### src/rtl/if_stage_pkg.sv
// Shared constants, opcode field positions and FSM state type for the
// instruction fetch stage.
package if_stage_pkg;

  localparam int PC_W    = 6;
  localparam int INSTR_W = 16;
  localparam int CNT_W   = 16;
  localparam int OP_HI   = 15;
  localparam int OP_LO   = 12;

  localparam logic [3:0]         HALT_OP = 4'hF;
  localparam logic [INSTR_W-1:0] NOP     = 16'h0000;

  typedef enum logic [1:0] {
    IDLE  = 2'd0,
    FETCH = 2'd1,
    HALT  = 2'd2
  } state_e;

endpackage

### src/rtl/imem_64x16.sv
// 64x16 instruction memory: synchronous loader write port and a
// combinational read port, so a same-edge write is seen only afterwards.
module imem_64x16
  import if_stage_pkg::*;
(
  input  logic               clk,
  input  logic               we_i,
  input  logic [PC_W-1:0]    waddr_i,
  input  logic [INSTR_W-1:0] wdata_i,
  input  logic [PC_W-1:0]    raddr_i,
  output logic [INSTR_W-1:0] rdata_o
);

  logic [INSTR_W-1:0] mem_q [2**PC_W];

  always_ff @(posedge clk) begin
    if (we_i) begin
      mem_q[waddr_i] <= wdata_i;
    end
  end

  assign rdata_o = mem_q[raddr_i];

endmodule

### src/rtl/if_stage.sv
// Instruction fetch stage feeding the IF/ID buffer: PC, fetch FSM,
// registered instruction / PC+1 outputs and a saturating fetch counter.
module if_stage
  import if_stage_pkg::*;
(
  input  logic               clk,
  input  logic               rst,
  input  logic               in_start,
  input  logic               in_haz,
  input  logic               in_branch_taken,
  input  logic [PC_W-1:0]    in_branch_target,
  input  logic               imem_we,
  input  logic [PC_W-1:0]    imem_waddr,
  input  logic [INSTR_W-1:0] imem_wdata,
  output logic [INSTR_W-1:0] out_instr,
  output logic [PC_W-1:0]    out_pc_next,
  output logic               out_valid,
  output logic               out_halted,
  output logic [CNT_W-1:0]   out_fetch_count
);

  state_e             state_q;
  logic [PC_W-1:0]    pc_q;
  logic [INSTR_W-1:0] instr_q;
  logic [PC_W-1:0]    pc_next_q;
  logic               valid_q;
  logic               halted_q;
  logic [CNT_W-1:0]   cnt_q;

  logic [INSTR_W-1:0] rdata;
  logic [PC_W-1:0]    pc_inc;
  logic               is_halt;

  imem_64x16 u_imem (
    .clk     (clk),
    .we_i    (imem_we),
    .waddr_i (imem_waddr),
    .wdata_i (imem_wdata),
    .raddr_i (pc_q),
    .rdata_o (rdata)
  );

  assign pc_inc  = pc_q + 1'b1;
  assign is_halt = (rdata[OP_HI:OP_LO] == HALT_OP);

  // Priority inside each state: branch redirect, then stall, then advance.
  always_ff @(posedge clk or posedge rst) begin
    if (rst) begin
      state_q   <= IDLE;
      pc_q      <= '0;
      instr_q   <= NOP;
      pc_next_q <= '0;
      valid_q   <= 1'b0;
      halted_q  <= 1'b0;
      cnt_q     <= '0;
    end else begin
      case (state_q)
        IDLE: begin
          pc_q    <= '0;
          instr_q <= NOP;
          valid_q <= 1'b0;
          if (in_start) begin
            state_q <= FETCH;
          end
        end
        FETCH: begin
          if (in_branch_taken) begin
            pc_q    <= in_branch_target;
            instr_q <= NOP;
            valid_q <= 1'b0;
          end else if (!in_haz) begin
            instr_q   <= rdata;
            pc_next_q <= pc_inc;
            valid_q   <= 1'b1;
            pc_q      <= pc_inc;
            if (cnt_q != '1) begin
              cnt_q <= cnt_q + 1'b1;
            end
            if (is_halt) begin
              state_q  <= HALT;
              halted_q <= 1'b1;
            end
          end
        end
        HALT: begin
          // The HALT word itself was issued; from here on only bubbles.
          instr_q <= NOP;
          valid_q <= 1'b0;
          if (in_branch_taken) begin
            pc_q     <= in_branch_target;
            state_q  <= FETCH;
            halted_q <= 1'b0;
          end
        end
        default: begin
          state_q  <= IDLE;
          pc_q     <= '0;
          instr_q  <= NOP;
          valid_q  <= 1'b0;
          halted_q <= 1'b0;
        end
      endcase
    end
  end

  assign out_instr       = instr_q;
  assign out_pc_next     = pc_next_q;
  assign out_valid       = valid_q;
  assign out_halted      = halted_q;
  assign out_fetch_count = cnt_q;

endmodule

### config.mk
export PLATFORM = sky130hd
export DESIGN_NAME = if_stage
export DESIGN_NICKNAME = d
export VERILOG_FILES = /design/src/rtl/if_stage_pkg.sv /design/src/rtl/imem_64x16.sv /design/src/rtl/if_stage.sv
export SDC_FILE = /design/constraint.sdc
export NUM_CORES = 1
export LEC_CHECK = 0
export CAP_MARGIN = 5
export CORE_MARGIN = 2
export CORE_UTILIZATION = 35
export CTS_CLUSTER_SIZE = 8
export DETAILED_ROUTE_END_ITERATION = 6
export GPL_TIMING_DRIVEN = 0
export PLACE_DENSITY = 0.49
export SLEW_MARGIN = 10
export SYNTH_ARGS = -nofsm -noshare
export SYNTH_HDL_FRONTEND = slang
export SYNTH_SLANG_ARGS = --single-unit
export TNS_END_PERCENT = 5
### constraint.sdc
create_clock -name clk -period 3.3 [get_ports clk]
set_clock_uncertainty 0.2 [all_clocks]
set_input_delay 0.495 -clock clk [delete_from_list [all_inputs] [get_ports clk]]
set_output_delay 0.495 -clock clk [all_outputs]
set_load 0.01 [all_outputs]
==> results of run 1 <==
stage by stage:
stage	std cells	worst slack (ps)	TNS [ps]	cell area (um^2)	util, %
floorplan	1846	299	0	41500	-
global placement	3450	-1250	-1017410	44100	37.5
detailed placement	3520	-1170	-50160	45300	38.5
CTS	3719	3.03	0	50000	42.5
global route	3724	-26.2	-164	50100	42.6
finish	3728	12.0	0	50200	42.6
registers in the layout (all words and copies together) (netlist names):
signal	count
out_fetch_count	16
out_instr	16
state_q	2
out_pc_next	6
u_imem.mem_q	1024
pc_q	6
out_halted	1
out_valid	1
critical path, cell delays in order, from the launching register on:
cell and delay [ps]:
dfrtp_1 380, buf_6 140, buf_12 150, clkbuf_16 190, buf_8 180, mux4_2 600
mux4_2 610, mux4_2 540, nand2_1 100, nand2_1 50
timing repair:
item,CTS,global route
buffers inserted,4,4
endpoints found under the hold margin,48,0
gates resized for setup,147,28
endpoints found under the setup margin,23,15
pin swaps,1,2
cloned,0,1
hold buffers,4,0
kinds of logic (layout without fill, tap and decap cells):
logic type	after synthesis	after routing	share of synthesized area (%)
other	0	4	0
multiplexers	336	336	17.4
AND/OR/NAND/NOR	229	229	2.54
adder cells (fa/ha/maj)	6	6	0.181
XOR/XNOR	19	19	0.401
flip-flops	1072	1072	77.0
buffers and inverters	109	451	1.30
AO/OA/AOI/OAI	75	75	1.18
how the worst min path moves through the flow:
stage	start	endpoint	cells after the start
4_1_cts	imem_wdata[13]	u_imem.mem_q[4][13]$_DFFE_PP_	1
2_1_floorplan	out_valid$_DFFE_PP0P_	out_valid$_DFFE_PP0P_	1
3_5_place_dp	out_fetch_count[11]$_DFFE_PP0P_	out_fetch_count[11]$_DFFE_PP0P_	1
6_report	imem_wdata[13]	u_imem.mem_q[24][13]$_DFFE_PP_	1
5_1_grt	imem_wdata[13]	u_imem.mem_q[24][13]$_DFFE_PP_	1
3_3_place_gp	out_valid$_DFFE_PP0P_	out_valid$_DFFE_PP0P_	1
area by class of cell:
class	count	area (um^2)
fill	10000	67600
sequential	1072	32000
multi-input combinational	665	9240
clock buffer	178	3970
tap	1536	1920
timing repair buffer	151	1850
buffer	95	955
clock inverter	13	205
inverter	14	56.3
antenna	4	10.0
power groups by stage:
stage	clock network (uW)	logic [uW]	registers [uW]
after floorplan	0	5040	15600
after global placement	0	8430	15600
after detailed placement	0	8550	15600
after CTS	14200	9020	15300
after global routing	14800	9540	15300
final	14000	9100	15300
layout by cell type (no fill, tap or decap), types with 5 or more instances in the layout:
cell type,count
a211oi_1,5
a21oi_1,19
buf_12,20
buf_16,5
buf_2,13
buf_4,28
buf_6,26
buf_8,61
clkbuf_1,43
clkbuf_16,156
clkbuf_2,7
clkbuf_4,6
clkdlybuf4s50_1,52
dfrtp_1,48
edfxtp_1,1024
ha_1,6
inv_1,11
inv_6,5
mux2i_1,21
mux4_2,309
nand2_1,55
nand2b_1,7
nand3_1,32
nor2_1,27
nor2_2,58
nor2b_1,7
o21ai_0,12
o22ai_1,15
or3_1,5
xnor2_1,17
per-layer routing:
metal  share of wire [%]  vias up  track usage, %
li1                    -     8361               -
met1                  43    11200            27.5
met2                  48      829            31.0
met3                 6.7      163            4.07
met4                 2.3        2            5.67
met5               0.011        -               0
==> summary.txt, run 1 <==
Cells and area
  – Layout cells sized above 1: 33.5%
  – Layout area overhead: 20.8%
  – Net count, final: 2191

Pwr
  – Pwr dens: 765 mW/mm^2
  – Internal power: 27700 uW
  – P_leak: 0.0156 uW
  – Pwr Total: 38400 uW
  – Comb pwr share: between 20% and 30%
  – Worst vdd ir: between 0.4 and 0.5 mV
  – Switching part of the total: roughly 28%
  – Seq pwr share: between 30% and 40%
  – Clock network fraction of total power: between 30% and 40%
  – Sw Pwr: 10700 uW

Clock network
  – Num Clock Sinks: between 1000 and 1500
  – H-tree depth: 4
  – CTS max path bufs: 3
  – CTS tree: yes
  – CTS Buf Count: 152
  – Worst-Skew Late Latency: 750 ps
  – Worst-path clk slew: 50 ps
  – Root buf cell: clkbuf_16

Worst setup path
  – R2R depth: 9
  – Critical path required time: roughly 3700 ps
  – Crit path capture: out_instr[0]$_DFFE_PP0P_
  – Critical Path AT: about 3700 ps
  – Worst r2r src: pc_q[0]$_DFFE_PP0P_
  – Crit path max fanout: 10
  – Flop2flop setup slack: 10 ps
  – CP Capture Type: flip-flop
  – Launch point of the worst path: pc_q[0]$_DFFE_PP0P_
  – Setup Crit Path Kind: flip-flop to flip-flop
  – Critical R2R Capture: out_instr[0]$_DFFE_PP0P_
  – Startpoint types: flip-flop

Drt
  – Routed vias/inst: ~5.5
  – Routed Antenna Nets: 0
  – Final WL: 117 mm
  – Router iterations before antenna repair: 6
  – DR vias: 20600
  – Starting DRC count in detailed routing: 2444
  – DRC: 0
  – DR WL/cell: 31.5 um

Place
  – Final HPWL DP: 79.5 mm
  – Routability cong.: between 0.8 and 0.9
  – I/O Buffers: 68

Timing
  – Period minus WS final: 3290 ps
  – Fin Hold WS: 52.3 ps
  – Fmax: 304 MHz
  – Max-slew violations: 0
  – RSZ-0062 raised after global routing: yes
  – Period utilisation layout: 99.6%
  – Final hold vios: 0
  – Slew @ Worst Pin: 902 ps
  – Slew margin rel.: 39.9%
  – # setup viols final: 0

GRT
  – Initial antenna violation count: 10
  – Gr ovfl total: 0
  – Overall Global Routing Usage: 19.6%
  – First-pass GRT wire length: 165 mm
  – Vias in the first global route: 21400
  – Largest net degree at the start of global routing: 65

Floorplan
  – # rows: 126
  – Die Width: 348 um
  – Core ar.: 0.118 mm^2
  – Ports: 74
  – Initial core utilization: between 30% and 40%
  – Die Ht: 348 um
  – Die area: 0.121 mm^2

Yosys
  – Share of async-settable or async-resettable flops after synthesis: 4.48%
  – Sequential area share after synthesis: 77.0%
  – Synth top area cells: edfxtp_1 (74%), mux4_2 (17%), dfrtp_1 (2.9%)
  – Share of the synthesized area in the top cell type: 74.1%
  – Syn_nets: around 1900
  – Distinct cells, synth: 51
  – Cell with the most instances after synthesis: edfxtp_1
  – Synth area leader: edfxtp_1
  – Synth Area per Inst: around 22 um^2
  – Post-synth EDFFs: 1024
  – Cells after Synth: 1846
  – Yosys reg bits: 1072
  – Synth warn: 0
  – Post-Syn Area: 0.0415 mm^2
  – Dominant synthesized flop cell: edfxtp_1
  – Most frequent cells after synthesis: edfxtp_1 (1024), mux4_2 (309), nor2_1 (89)

Flow run
  – Max cap viols: 0

Run status
  – Status: complete, no violations

Min path
  – HP Class: primary input to flip-flop
(Power assumes the default switching activity.)
==> inputs of run 2 (changes only) <==
CTS_CLUSTER_SIZE = 30   (was 8)
==> summary.txt, run 2 (synthesis results as in run 1) <==
Run status
  – Status: complete, but fails checks
  – Failing checks: setup timing

Clock network
  – CTS max path bufs: 3
  – CTS tree: yes
  – Num Clock Sinks: 1072
  – CTS Buf Count: 112
  – Worst-Skew Late Latency: 710 ps
  – H-tree depth: 3
  – Root buf cell: clkbuf_16
  – Worst-path clk slew: 60 ps

Drt
  – Routed Antenna Nets: 0
  – DR WL/cell: 31.0 um
  – Router iterations before antenna repair: 5
  – Starting DRC count in detailed routing: 2210
  – DR vias: 20300
  – Final WL: 116 mm
  – Routed vias/inst: about 5.4
  – DRC: 0

Place
  – Final HPWL DP: 79.5 mm
  – Cell Area, Placed: around 0.045 mm^2
  – I/O Buffers: 68
  – Routability cong.: 0.873

Worst setup path
  – Startpoint types: flip-flop
  – Crit path max fanout: 10
  – Critical Path AT: about 3700 ps
  – CP Capture Type: flip-flop
  – Crit-path cells: buf_6 > buf_12 > buf_16 > buf_2 > nand3b_1 > o22ai_1 > or4b_2 > a22oi_2 > buf_4 > buf_4 > a31o_2 > o41ai_2
  – Critical path required time: 3680 ps
  – Critical Path Most Common Cell: buf_4
  – Crit path largest cell delay: 780 ps
  – Crit-path slowest cell: or4b_2
  – Setup Crit Path Kind: flip-flop to flip-flop

Cells and area
  – Most common cell after layout, fill and taps aside: edfxtp_1
  – Net count, final: 2154
  – Layout area overhead: 20.3%
  – Post-layout util: 42.4%
  – Cell area after layout: 0.0499 mm^2
  – Layout cells sized above 1: between 30% and 40%
  – Largest reg by FF count: u_imem.mem_q
  – Max reg flops: 1024
  – Most frequent cells in the layout: edfxtp_1 (1024), mux4_2 (309), clkbuf_16 (116)

Pwr
  – Comb pwr share: 24.6%
  – Seq pwr share: 40.5%
  – Worst vdd ir: between 0.3 and 0.4 mV
  – P_leak: 0.0155 uW
  – Pwr dens: about 750 mW/mm^2
  – Sw Pwr: ~10000 uW
  – Pwr Total: 37700 uW
  – Switching part of the total: 27.8%
  – Internal power: 27200 uW
  – Clock network fraction of total power: 34.9%

Timing
  – Max-slew violations: 0
  – # setup viols final: 2
  – RSZ-0062 raised after global routing: yes
  – Slew @ Worst Pin: between 800 and 900 ps
  – Fmax: 302 MHz
  – Period utilisation layout: 100%
  – Period minus WS final: 3310 ps
  – Final hold vios: 0
  – Post-route setup TNS: -11.0 ps
  – Slew margin rel.: around two fifths
  – Final worst setup slack: -7.07 ps

Floorplan
  – Die Width: between 300 and 400 um
  – # rows: 126
  – Die Ht: 348 um
  – Ports: 74
  – Die area: 0.121 mm^2
  – Initial core utilization: 35.2%
  – Core ar.: 0.118 mm^2

Min path
  – HP Class: primary input to flip-flop

GRT
  – Overall Global Routing Usage: 19.3%
  – Initial antenna violation count: 11
  – First-pass GRT wire length: between 150 and 200 mm
  – Largest net degree at the start of global routing: 65
  – Vias in the first global route: 21000
  – Gr ovfl total: 0

Flow run
  – Max cap viols: 0
run 2: stage by stage:
step / instances / setup WS [ps] / hold WS (ps)
after detailed placement: 3520 / -1170 / 295
after CTS: 3738 / 7.26 / 42.1
after global routing: 3746 / -25.7 / 71.9
after global placement: 3450 / -1250 / 275
final: 3750 / -7.07 / 89.9
after floorplan: 1846 / 299 / 316
run 2: cell type report:
class | instances | area (um^2)
fill | 10100 | 67800
timing repair buffer | 154 | 1890
antenna | 4 | 10.0
clock buffer | 123 | 2900
inverter | 14 | 56.3
buffer | 95 | 1010
clock inverter | 87 | 958
tap | 1536 | 1920
sequential | 1072 | 32000
multi-input combinational | 665 | 9240
run 2: worst paths after layout:
path / start / end / slack, ps / cells after the start
min: imem_wdata[13] / u_imem.mem_q[31][13]$_DFFE_PP_ / 90 / 1
min reg2reg: out_fetch_count[11]$_DFFE_PP0P_ / out_fetch_count[11]$_DFFE_PP0P_ / 300 / 1
max: pc_q[0]$_DFFE_PP0P_ / state_q[0]$_DFFE_PP0P_ / -7 / 12
max reg2reg: pc_q[0]$_DFFE_PP0P_ / state_q[0]$_DFFE_PP0P_ / -7 / 12
min in group asynchronous: rst / out_fetch_count[15]$_DFFE_PP0P_ / 510 / 3
max in group asynchronous: rst / pc_q[4]$_DFFE_PP0P_ / 1870 / 4
run 2: worst max-delay path, delay by kind of cell, from the launching register on:
kind	cells	cell delay (ps)
simple gates	2	1000
buf+inv	6	970
flops	1	400
compound gates	4	600
run 2: timing repair:
action / CTS / global route
hold buffers: 4 / 0
cloned: 0 / 2
hold endpoints to repair: 48 / 0
endpoints found under the setup margin: 23 / 15
pin swaps: 1 / 2
resized for setup: 147 / 36
buffers inserted: 4 / 6
run 2: power groups by stage:
stage	Sequential, uW	Combinational [uW]	Clock [uW]
finish	15300	9250	13100
global route	15300	9700	14000
CTS	15300	9030	13400
detailed placement	15600	8550	0
global placement	15600	8430	0
floorplan	15600	5040	0
run 2: metal layers:
layer  global-route usage [%]  vias to the layer above  wire, um
met3                     4.60                      169      9200
met1                     26.6                    11000     48400
met4                     5.26                        0      3080
li1                         -                     8348         -
met2                     30.8                      807     55600
met5                        0                        -         0
==> inputs of run 3 (changes only) <==
--- a/config.mk
+++ b/config.mk
@@ -6,5 +6,5 @@
 export NUM_CORES = 1
 export LEC_CHECK = 0
-export CAP_MARGIN = 5
+export CAP_MARGIN = 20
 export CORE_MARGIN = 2
 export CORE_UTILIZATION = 35
==> constraint.sdc (replaced) <==
create_clock -name clk -period 3.3 [get_ports clk]
set_clock_uncertainty 0.2 [all_clocks]
set_input_delay 0.495 -clock clk [delete_from_list [all_inputs] [get_ports clk]]
set_output_delay 0.495 -clock clk [all_outputs]
set_load 0.1 [all_outputs]
==> summary.txt, run 3 (synthesis results as in run 1) <==
Worst setup path
  – CP Capture Type: flip-flop
  – Crit path capture: out_instr[2]$_DFFE_PP0P_
  – Setup Crit Path Kind: flip-flop to flip-flop
  – Critical path required time: 3670 ps
  – Startpoint types: flip-flop
  – R2R depth: 9
  – Crit path max fanout: 8
  – Flop2flop setup slack: -20 ps
  – Launch point of the worst path: pc_q[0]$_DFFE_PP0P_
  – Critical Path AT: between 3000 and 4000 ps
  – Critical R2R Capture: out_instr[2]$_DFFE_PP0P_
  – Worst r2r src: pc_q[0]$_DFFE_PP0P_

GRT
  – Largest net degree at the start of global routing: between 60 and 70
  – Overall Global Routing Usage: 19.4%
  – First-pass GRT wire length: around 160 mm
  – Vias in the first global route: 20900
  – Gr ovfl total: 0
  – Initial antenna violation count: 11

Timing
  – Max-slew violations: 0
  – Slew margin rel.: 31.2%
  – Final hold vios: 0
  – Fmax: 301 MHz
  – Final worst setup slack: -19.5 ps
  – RSZ-0062 raised after global routing: yes
  – Period utilisation layout: 101%
  – Fin Hold WS: 72.2 ps
  – Slew @ Worst Pin: between 1000 and 1500 ps
  – # setup viols final: 3
  – Post-route setup TNS: -33.3 ps
  – Period minus WS final: ~3300 ps

Drt
  – Routed vias/inst: 5.38
  – Router iterations before antenna repair: 5
  – DRC: 0
  – Final WL: between 100 and 150 mm
  – Starting DRC count in detailed routing: ~2200
  – Routed Antenna Nets: 0
  – DR vias: 20200
  – DR WL/cell: 30.9 um

Place
  – Routability cong.: 0.873
  – I/O Buffers: 68
  – Cells after DPL: 3524
  – Final HPWL DP: 79.6 mm
  – Placement Setup Slack: -1150 ps

Clock network
  – CTS max path bufs: 3
  – H-tree depth: 3
  – CTS Buf Count: 112
  – Num Clock Sinks: 1072
  – Worst-Skew Late Latency: 710 ps
  – Worst-path clk slew: 60 ps
  – Root buf cell: clkbuf_16
  – CTS tree: yes

Pwr
  – Pwr Total: around 38000 uW
  – Internal power: 26700 uW
  – Pwr dens: roughly 760 mW/mm^2
  – P_leak: 0.0154 uW
  – Seq pwr share: approximately two fifths
  – Sw Pwr: 11200 uW
  – Clock network fraction of total power: 33.5%
  – Comb pwr share: between 20% and 30%
  – Worst vdd ir: 0.475 mV
  – Switching part of the total: 29.4%

Min path
  – Hold path depth: 1
  – HP Class: primary input to flip-flop

Cells and area
  – Max reg flops: 1024
  – Most common cell after layout, fill and taps aside: edfxtp_1
  – Post-Layout Cell Count: between 3000 and 4000
  – Layout area overhead: 20.0%
  – Largest reg by FF count: u_imem.mem_q
  – Layout cells sized above 1: 33.5%
  – Net count, final: 2159
  – Most frequent cells in the layout: edfxtp_1 (1024), mux4_2 (309), clkbuf_16 (115)

Run status
  – Failing checks: setup timing
  – Status: complete, but fails checks

Floorplan
  – # rows: about 130
  – Die area: 0.121 mm^2
  – Ports: 74
  – Initial core utilization: about a third
  – Die Width: ~350 um
  – Core ar.: 0.118 mm^2
  – Die Ht: about 350 um

Flow run
  – Max cap viols: 0
[run 3: per-stage QoR]
stage                     utilization, %  area, um^2
after detailed placement            38.5       45400
after CTS                           42.2       49700
after global placement              37.5       44100
after global routing                42.3       49800
after floorplan                        -       41500
final                               42.3       49800
[run 3: final cells by class]
| cell class | count | area [um^2] |
|---|---|---|
| timing repair buffer | 160 | 1960 |
| buffer | 94 | 957 |
| sequential | 1072 | 32000 |
| tap | 1536 | 1920 |
| antenna | 5 | 12.5 |
| multi-input combinational | 665 | 9240 |
| clock inverter | 70 | 738 |
| fill | 10100 | 68000 |
| clock buffer | 139 | 2980 |
| inverter | 14 | 52.6 |
[run 3: repair_timing]
| item | 4_1_cts | 5_1_grt |
|---|---|---|
| resized for setup | 145 | 20 |
| hold buffers | 4 | 0 |
| gates cloned | 2 | 0 |
| setup endpoints to repair | 23 | 15 |
| pin swaps | 1 | 1 |
| hold endpoints to repair | 48 | 0 |
| buffers inserted | 6 | 6 |
[run 3: worst min path at each step]
stage | slack, ps | endpoint | start
after CTS | 30 | u_imem.mem_q[3][13]$_DFFE_PP_ | imem_wdata[13]
after floorplan | 340 | state_q[1]$_DFFE_PP0P_ | state_q[1]$_DFFE_PP0P_
after global placement | 270 | out_valid$_DFFE_PP0P_ | out_valid$_DFFE_PP0P_
after detailed placement | 300 | out_fetch_count[11]$_DFFE_PP0P_ | out_fetch_count[11]$_DFFE_PP0P_
after global routing | 70 | u_imem.mem_q[3][13]$_DFFE_PP_ | imem_wdata[13]
final | 70 | u_imem.mem_q[28][13]$_DFFE_PP_ | imem_wdata[13]
[run 3: power by group through the flow]
stage / clock network, uW / logic [uW] / registers, uW
6_report: 12700 / 9950 / 15300
4_1_cts: 13000 / 9940 / 15300
3_5_place_dp: 0 / 9300 / 15600
3_3_place_gp: 0 / 9140 / 15600
5_1_grt: 13500 / 10400 / 15300
2_1_floorplan: 0 / 5040 / 16300
[run 3: per-layer routing]
metal  vias up  GRT usage [%]  routed length, um
li1       8350              -                  -
met1     11000           26.8              49200
met2       719           30.8              55200
met3       174           4.57               8460
met4         4           5.34               3240
met5         -              0                 30
[run 3: worst max-delay path, stage by stage (launching register included)]
cell and delay, ps:
dfrtp_1 370, buf_6 140, buf_12 170, buf_16 170
buf_16 160, mux4_2 560, mux4_2 650, mux4_2 570
nand2_1 110, nand2_1 50
